**src/rtl/bram_readback_ctrl.sv**
```systemverilog
// Read-back controller between the address generators and the result BRAM banks.
// Normal mode registers generator traffic to the BRAMs; read-back mode blocks writes and streams one bank out.
module bram_readback_ctrl #(
    parameter int unsigned NUM_BANK = 3,
    parameter int unsigned ADDR_W   = 4,
    parameter int unsigned DATA_W   = 8,
    parameter int unsigned DWELL    = 4,
    parameter int unsigned RD_LAT   = 1,
    localparam int unsigned BANK_W  = (NUM_BANK > 1) ? $clog2(NUM_BANK) : 1
) (
    input  logic                         clk,
    input  logic                         rst_n,
    input  logic [NUM_BANK-1:0]          gen_wea,
    input  logic [NUM_BANK*ADDR_W-1:0]   gen_addr,
    input  logic                         gen_busy,
    input  logic                         rb_req,
    input  logic                         rb_auto,
    input  logic [BANK_W-1:0]            rb_bank,
    input  logic [ADDR_W-1:0]            switch,
    input  logic [NUM_BANK*DATA_W-1:0]   bram_dout,
    output logic [NUM_BANK-1:0]          bram_wea,
    output logic [NUM_BANK*ADDR_W-1:0]   bram_addr,
    output logic                         rb_active,
    output logic [ADDR_W-1:0]            rb_addr,
    output logic [DATA_W-1:0]            rb_data,
    output logic                         rb_valid
);

    localparam int unsigned DW_W = (DWELL > 1) ? $clog2(DWELL) : 1;

    localparam logic [1:0] StNormal   = 2'd0;
    localparam logic [1:0] StDrain    = 2'd1;
    localparam logic [1:0] StReadback = 2'd2;

    logic [1:0]                  state_q, state_d;
    logic [NUM_BANK-1:0]         bram_wea_q, bram_wea_d;
    logic [NUM_BANK*ADDR_W-1:0]  bram_addr_q, bram_addr_d;
    logic                        rb_active_q, rb_active_d;
    logic [ADDR_W-1:0]           rb_addr_q, rb_addr_d;
    logic [DATA_W-1:0]           rb_data_q, rb_data_d;
    logic                        rb_valid_q, rb_valid_d;
    logic [ADDR_W-1:0]           scan_q, scan_d;
    logic [DW_W-1:0]             dwell_q, dwell_d;
    logic                        rb_auto_q;
    logic [BANK_W-1:0]           rb_bank_q;
    logic [RD_LAT:0]             pipe_vld_q, pipe_vld_d;
    logic [RD_LAT:0][BANK_W-1:0] pipe_bank_q, pipe_bank_d;

    logic              in_rb, entering, restart, rd_event;
    logic [ADDR_W-1:0] scan_cur, rb_addr_next;
    logic [DW_W-1:0]   dwell_cur;
    logic [BANK_W-1:0] bank_sel;

    always_comb begin
        state_d = state_q;
        case (state_q)
            StNormal:   if (rb_req) state_d = gen_busy ? StDrain : StReadback;
            StDrain: begin
                if (!rb_req)        state_d = StNormal;
                else if (!gen_busy) state_d = StReadback;
            end
            StReadback: if (!rb_req) state_d = StNormal;
            default:    state_d = StNormal;
        endcase
    end

    // Outputs are decoded from the next state so mode changes land on the same edge as rb_active.
    always_comb begin
        in_rb        = (state_d == StReadback);
        entering     = in_rb && (state_q != StReadback);
        restart      = entering || ((state_q == StReadback) && rb_auto && !rb_auto_q);
        scan_cur     = restart ? '0 : scan_q;
        dwell_cur    = restart ? '0 : dwell_q;
        rb_addr_next = rb_auto ? scan_cur : switch;
        bank_sel     = (32'(rb_bank) < NUM_BANK) ? rb_bank : '0;
        rd_event     = in_rb && (entering || (rb_addr_next != rb_addr_q) || (rb_bank != rb_bank_q));

        bram_wea_d  = gen_wea;
        bram_addr_d = gen_addr;
        rb_active_d = in_rb;
        rb_addr_d   = rb_addr_q;
        scan_d      = scan_q;
        dwell_d     = dwell_q;
        pipe_vld_d  = '0;
        pipe_bank_d = pipe_bank_q;

        if (in_rb) begin
            bram_wea_d  = '0;
            bram_addr_d = {NUM_BANK{rb_addr_next}};
            rb_addr_d   = rb_addr_next;
            if (dwell_cur == DW_W'(DWELL - 1)) begin
                dwell_d = '0;
                scan_d  = scan_cur + ADDR_W'(1);
            end else begin
                dwell_d = dwell_cur + DW_W'(1);
                scan_d  = scan_cur;
            end
            pipe_vld_d  = {pipe_vld_q[RD_LAT-1:0], rd_event};
            pipe_bank_d = {pipe_bank_q[RD_LAT-1:0], bank_sel};
        end

        rb_valid_d = in_rb && pipe_vld_q[RD_LAT];
        rb_data_d  = rb_valid_d ? bram_dout[32'(pipe_bank_q[RD_LAT]) * DATA_W +: DATA_W]
                                : rb_data_q;
    end

    always_ff @(posedge clk or negedge rst_n) begin
        if (!rst_n) begin
            state_q     <= StNormal;
            bram_wea_q  <= '0;
            bram_addr_q <= '0;
            rb_active_q <= 1'b0;
            rb_addr_q   <= '0;
            rb_data_q   <= '0;
            rb_valid_q  <= 1'b0;
            scan_q      <= '0;
            dwell_q     <= '0;
            rb_auto_q   <= 1'b0;
            rb_bank_q   <= '0;
            pipe_vld_q  <= '0;
            pipe_bank_q <= '0;
        end else begin
            state_q     <= state_d;
            bram_wea_q  <= bram_wea_d;
            bram_addr_q <= bram_addr_d;
            rb_active_q <= rb_active_d;
            rb_addr_q   <= rb_addr_d;
            rb_data_q   <= rb_data_d;
            rb_valid_q  <= rb_valid_d;
            scan_q      <= scan_d;
            dwell_q     <= dwell_d;
            rb_auto_q   <= rb_auto;
            rb_bank_q   <= rb_bank;
            pipe_vld_q  <= pipe_vld_d;
            pipe_bank_q <= pipe_bank_d;
        end
    end

    assign bram_wea  = bram_wea_q;
    assign bram_addr = bram_addr_q;
    assign rb_active = rb_active_q;
    assign rb_addr   = rb_addr_q;
    assign rb_data   = rb_data_q;
    assign rb_valid  = rb_valid_q;

endmodule

```
**config.mk**
```make
export PLATFORM = sky130hd
export DESIGN_NAME = bram_readback_ctrl
export DESIGN_NICKNAME = d
export VERILOG_FILES = /design/src/rtl/bram_readback_ctrl.sv
export SDC_FILE = /design/constraint.sdc
export NUM_CORES = 1
export LEC_CHECK = 0
export CORE_AREA = 2 2 76 78
export CTS_CLUSTER_DIAMETER = 40
export DETAILED_ROUTE_END_ITERATION = 12
export DIE_AREA = 0 0 78 80
export GPL_TIMING_DRIVEN = 0
export PLACE_DENSITY = 0.73
export SLEW_MARGIN = 15
export SYNTH_ARGS = -nofsm -noshare
export SYNTH_HDL_FRONTEND = slang
export SYNTH_SLANG_ARGS = --single-unit
```
**constraint.sdc**
```tcl
create_clock -name clk -period 1.7 [get_ports clk]
set_input_delay 0.255 -clock clk [delete_from_list [all_inputs] [get_ports clk]]
set_output_delay 0.255 -clock clk [all_outputs]
set_load 0.05 [all_outputs]
```
==> metrics.md <==
| Metric | Value |
|---|---|
| Outcome | `finished with violations` |
| Failing checks | `setup timing` |
| Cell Area, Synth | `around 2100 µm²` |
| Crit path top cell by count | `nand2_1` |
| WS Path Type | `register to register` |
| Leading area contributor after synthesis | `dfrtp_1` |
| RR Endpoint | `scan_q[3]` |
| Synth Warn # | `0` |
| Setup WS pre-CTS | `-503 ps` |
| Fin crit share | `105%` |
| CTS Buf Count | `5` |
| Worst-path fanout max | `6` |
| FF+latch count, synth | `46` |
| CTS clk-pin slew, worst paths | `80 ps` |
| Port buffer count | `78` |
| Largest stage delay, worst path | `440 ps` |
| Fmax | `559 MHz` |
| Number of setup violations in the final report | `5` |
| Register area share after synthesis | `56.1%` |
| Hold_ws | `387 ps` |
| Row count | `27` |
| Fill cell count | `between 400 and 500` |
| Area growth, synth to finish | `55.1%` |
| Die H | `80 µm` |
| Share of layout cells above drive strength 1 | `14.1%` |
| Core area | `between 5000 and 6000 µm²` |
| I/O pin total | `79` |
| Clock sinks | `between 40 and 50` |
| Root buffer cell | `clkbuf_8` |
| Commonest cells in the netlist | `dfrtp_1, nand2_1, o21ai_0` |
| HPWL after detailed placement | `3500 µm` |
| Clock tree from TritonCTS | `done` |
| Top cells by area, synth | `dfrtp_1, nand2_1, mux2i_1, a21o_1, o21ai_0` |
| Slew Limit Fails | `0` |
| N_diodes | `0` |
| Total routed wirelength | `4970 µm` |
| Vias per inst | `approximately 4.7` |
| Most used flip-flop cell after synthesis | `dfrtp_1` |
| Final Cell Area | `3180 µm²` |
| Total grt overflow | `0` |
| Post-Syn Instances | `between 150 and 200` |
| Bufs on Longest Clock Path | `2` |
| Worst min path class | `primary input to async pin` |
| Setup Skew | `6.35 ps` |
| VDD IR-drop max | `0.615 mV` |
| RePlAce Congestion | `0.765` |
| Levels on crit path | `9` |
| RSZ-0062 raised after global routing | `yes` |
| FF-to-FF setup slack | `-90 ps` |
| H-tree depth | `2` |
| Mean Syn Cell Area | `10.6 µm²` |
| Setup ws final | `-89.4 ps` |
| Max cap viols | `0` |
| Critical path arrival | `approximately 2000 ps` |
| Min cycle time layout | `1790 ps` |
| Nets | `between 300 and 400` |
| CP required | `1890 ps` |
| Initial antenna violation count | `0` |
| Critical Path Start Type | `register` |
| Initial Utilization | `37.9%` |
| Slew of the pin with the lowest slew margin | `about 520 ps` |
| Leak | `1.60 nW` |
| CP max stage cell | `dfrtp_2` |
| Post-synth EDFFs | `0` |
| # DRC | `0` |
| Largest net degree at the start of global routing | `34` |
| Delay-heaviest family, CP | `simple AND/OR/NAND/NOR gates` |
| DR iter-0 viols | `slightly above 80` |
| Post-synth top area share | `56.1%` |
| Pwr dens | `~1100 nW/µm²` |
| Crit path buf inv count | `1` |
| Most common cell in the synthesized netlist | `dfrtp_1` |
| Die Area | `6240 µm²` |
| Clk_lat worst skew | `300 ps` |
| Post-DP Area | `2960 µm²` |
| Overall power | `between 3 and 4 mW` |
| Post-Syn Nets | `between 200 and 250` |
| Post-route ant nets | `0` |
| Die X-Extent | `slightly below 80 µm` |
| Drt wl/cell | `13.7 µm` |
| Reg2reg start | `state_q[1]` |
| CP endpoint kind | `register` |
| Relative slew slack | `65.1%` |
| First-pass GRT wire length | `around 8000 µm` |
| DRT Pass-1 Iters | `4` |
| Netlist cell types | `36` |
| Routed vias | `1711` |
| Crit-path cells | `nor3b_4 -> a21oi_2 -> buf_6 -> and2_4 -> ha_4 -> nand4_1 -> nand2_1 -> nand2_1 -> a22o_1` |
| Worst reg2reg path depth | `9` |
| Hold Fails Final Rpt | `0` |
| GRT Overall Usage | `16.2%` |
| Vias in the first global route | `1681` |
| Asr flop ratio synth | `100%` |
==> placed cells by master, fill, tap and decap left out, types with 9 or more instances in the layout <==
| master | instances |
|---|---|
| a21o_1 | 9 |
| nand2_1 | 31 |
| dfrtp_1 | 45 |
| clkdlybuf4s50_1 | 48 |
| o21ai_0 | 12 |
| dlymetal6s2s_1 | 13 |
| buf_4 | 12 |
| nor2_1 | 10 |
| dlygate4sd2_1 | 16 |
==> state kept, by name (all words and copies together), names as in the netlist <==
signal       cells
bram_addr       12
bram_wea         3
dwell_q          2
pipe_bank_q      4
pipe_vld_q       2
rb_active        1
rb_addr          4
rb_auto_q        1
rb_bank_q        2
rb_data          8
rb_valid         1
scan_q           4
state_q          2
==> kinds of logic after synthesis <==
family,synth area share [%]
xor+xnor,2.14
fa+ha+maj,1.22
buf+inv,3.48
flops,56.1
simple gates,16.7
mux,3.90
compound gates,16.4
==> worst max path at each step <==
| stage | from | endpoint |
|---|---|---|
| floorplan | state_q[1] | scan_q[3] |
| global placement | rst_n | bram_addr[4] |
| detailed placement | rb_req | scan_q[1] |
| CTS | state_q[1] | scan_q[3] |
| global route | state_q[1] | scan_q[3] |
| finish | state_q[1] | scan_q[3] |
==> power breakdown <==
group,switching [mW],internal (mW)
combinational,0.863,0.537
clock,0.351,0.328
sequential,0.115,1.29
total,1.33,2.16
==> through the flow <==
| step | utilization (%) | std cells | setup TNS, ps |
|---|---|---|---|
| final | 58.8 | 363 | -316 |
| after floorplan | - | 193 | 0 |
| after CTS | 57.4 | 359 | -298 |
| after global routing | 58.8 | 363 | -2340 |
| after detailed placement | 54.7 | 344 | -8970 |
| after global placement | 54.4 | 343 | -50110 |
==> layer usage <==
metal	part of all wire [%]	track usage, %	vias to the layer above
met5	0	0	-
met4	1.4	5.79	0
met3	6.7	4.98	7
met2	50	27.7	56
met1	42	19.3	801
li1	-	-	847
==> layout make-up <==
class	count	area [µm²]	area share, %
Sequential cell	46	1150	36.2
Clock buffer	7	86.3	2.71
Buffer	10	60.1	1.89
Timing Repair Buffer	90	893	28.1
Tap cell	72	90.1	2.83
Multi-Input combinational cell	132	875	27.5
Inverter	5	18.8	0.590
Clock inverter	1	5.00	0.157
==> what timing repair did <==
item	in CTS	in global routing
pin swaps	6	4
endpoints found under the hold margin	13	0
setup endpoints to repair	34	27
resized for setup	20	19
buffers inserted	6	4
cloned	0	0
hold buffers	1	0
Note: power is estimated with default switching activity, not from simulation.
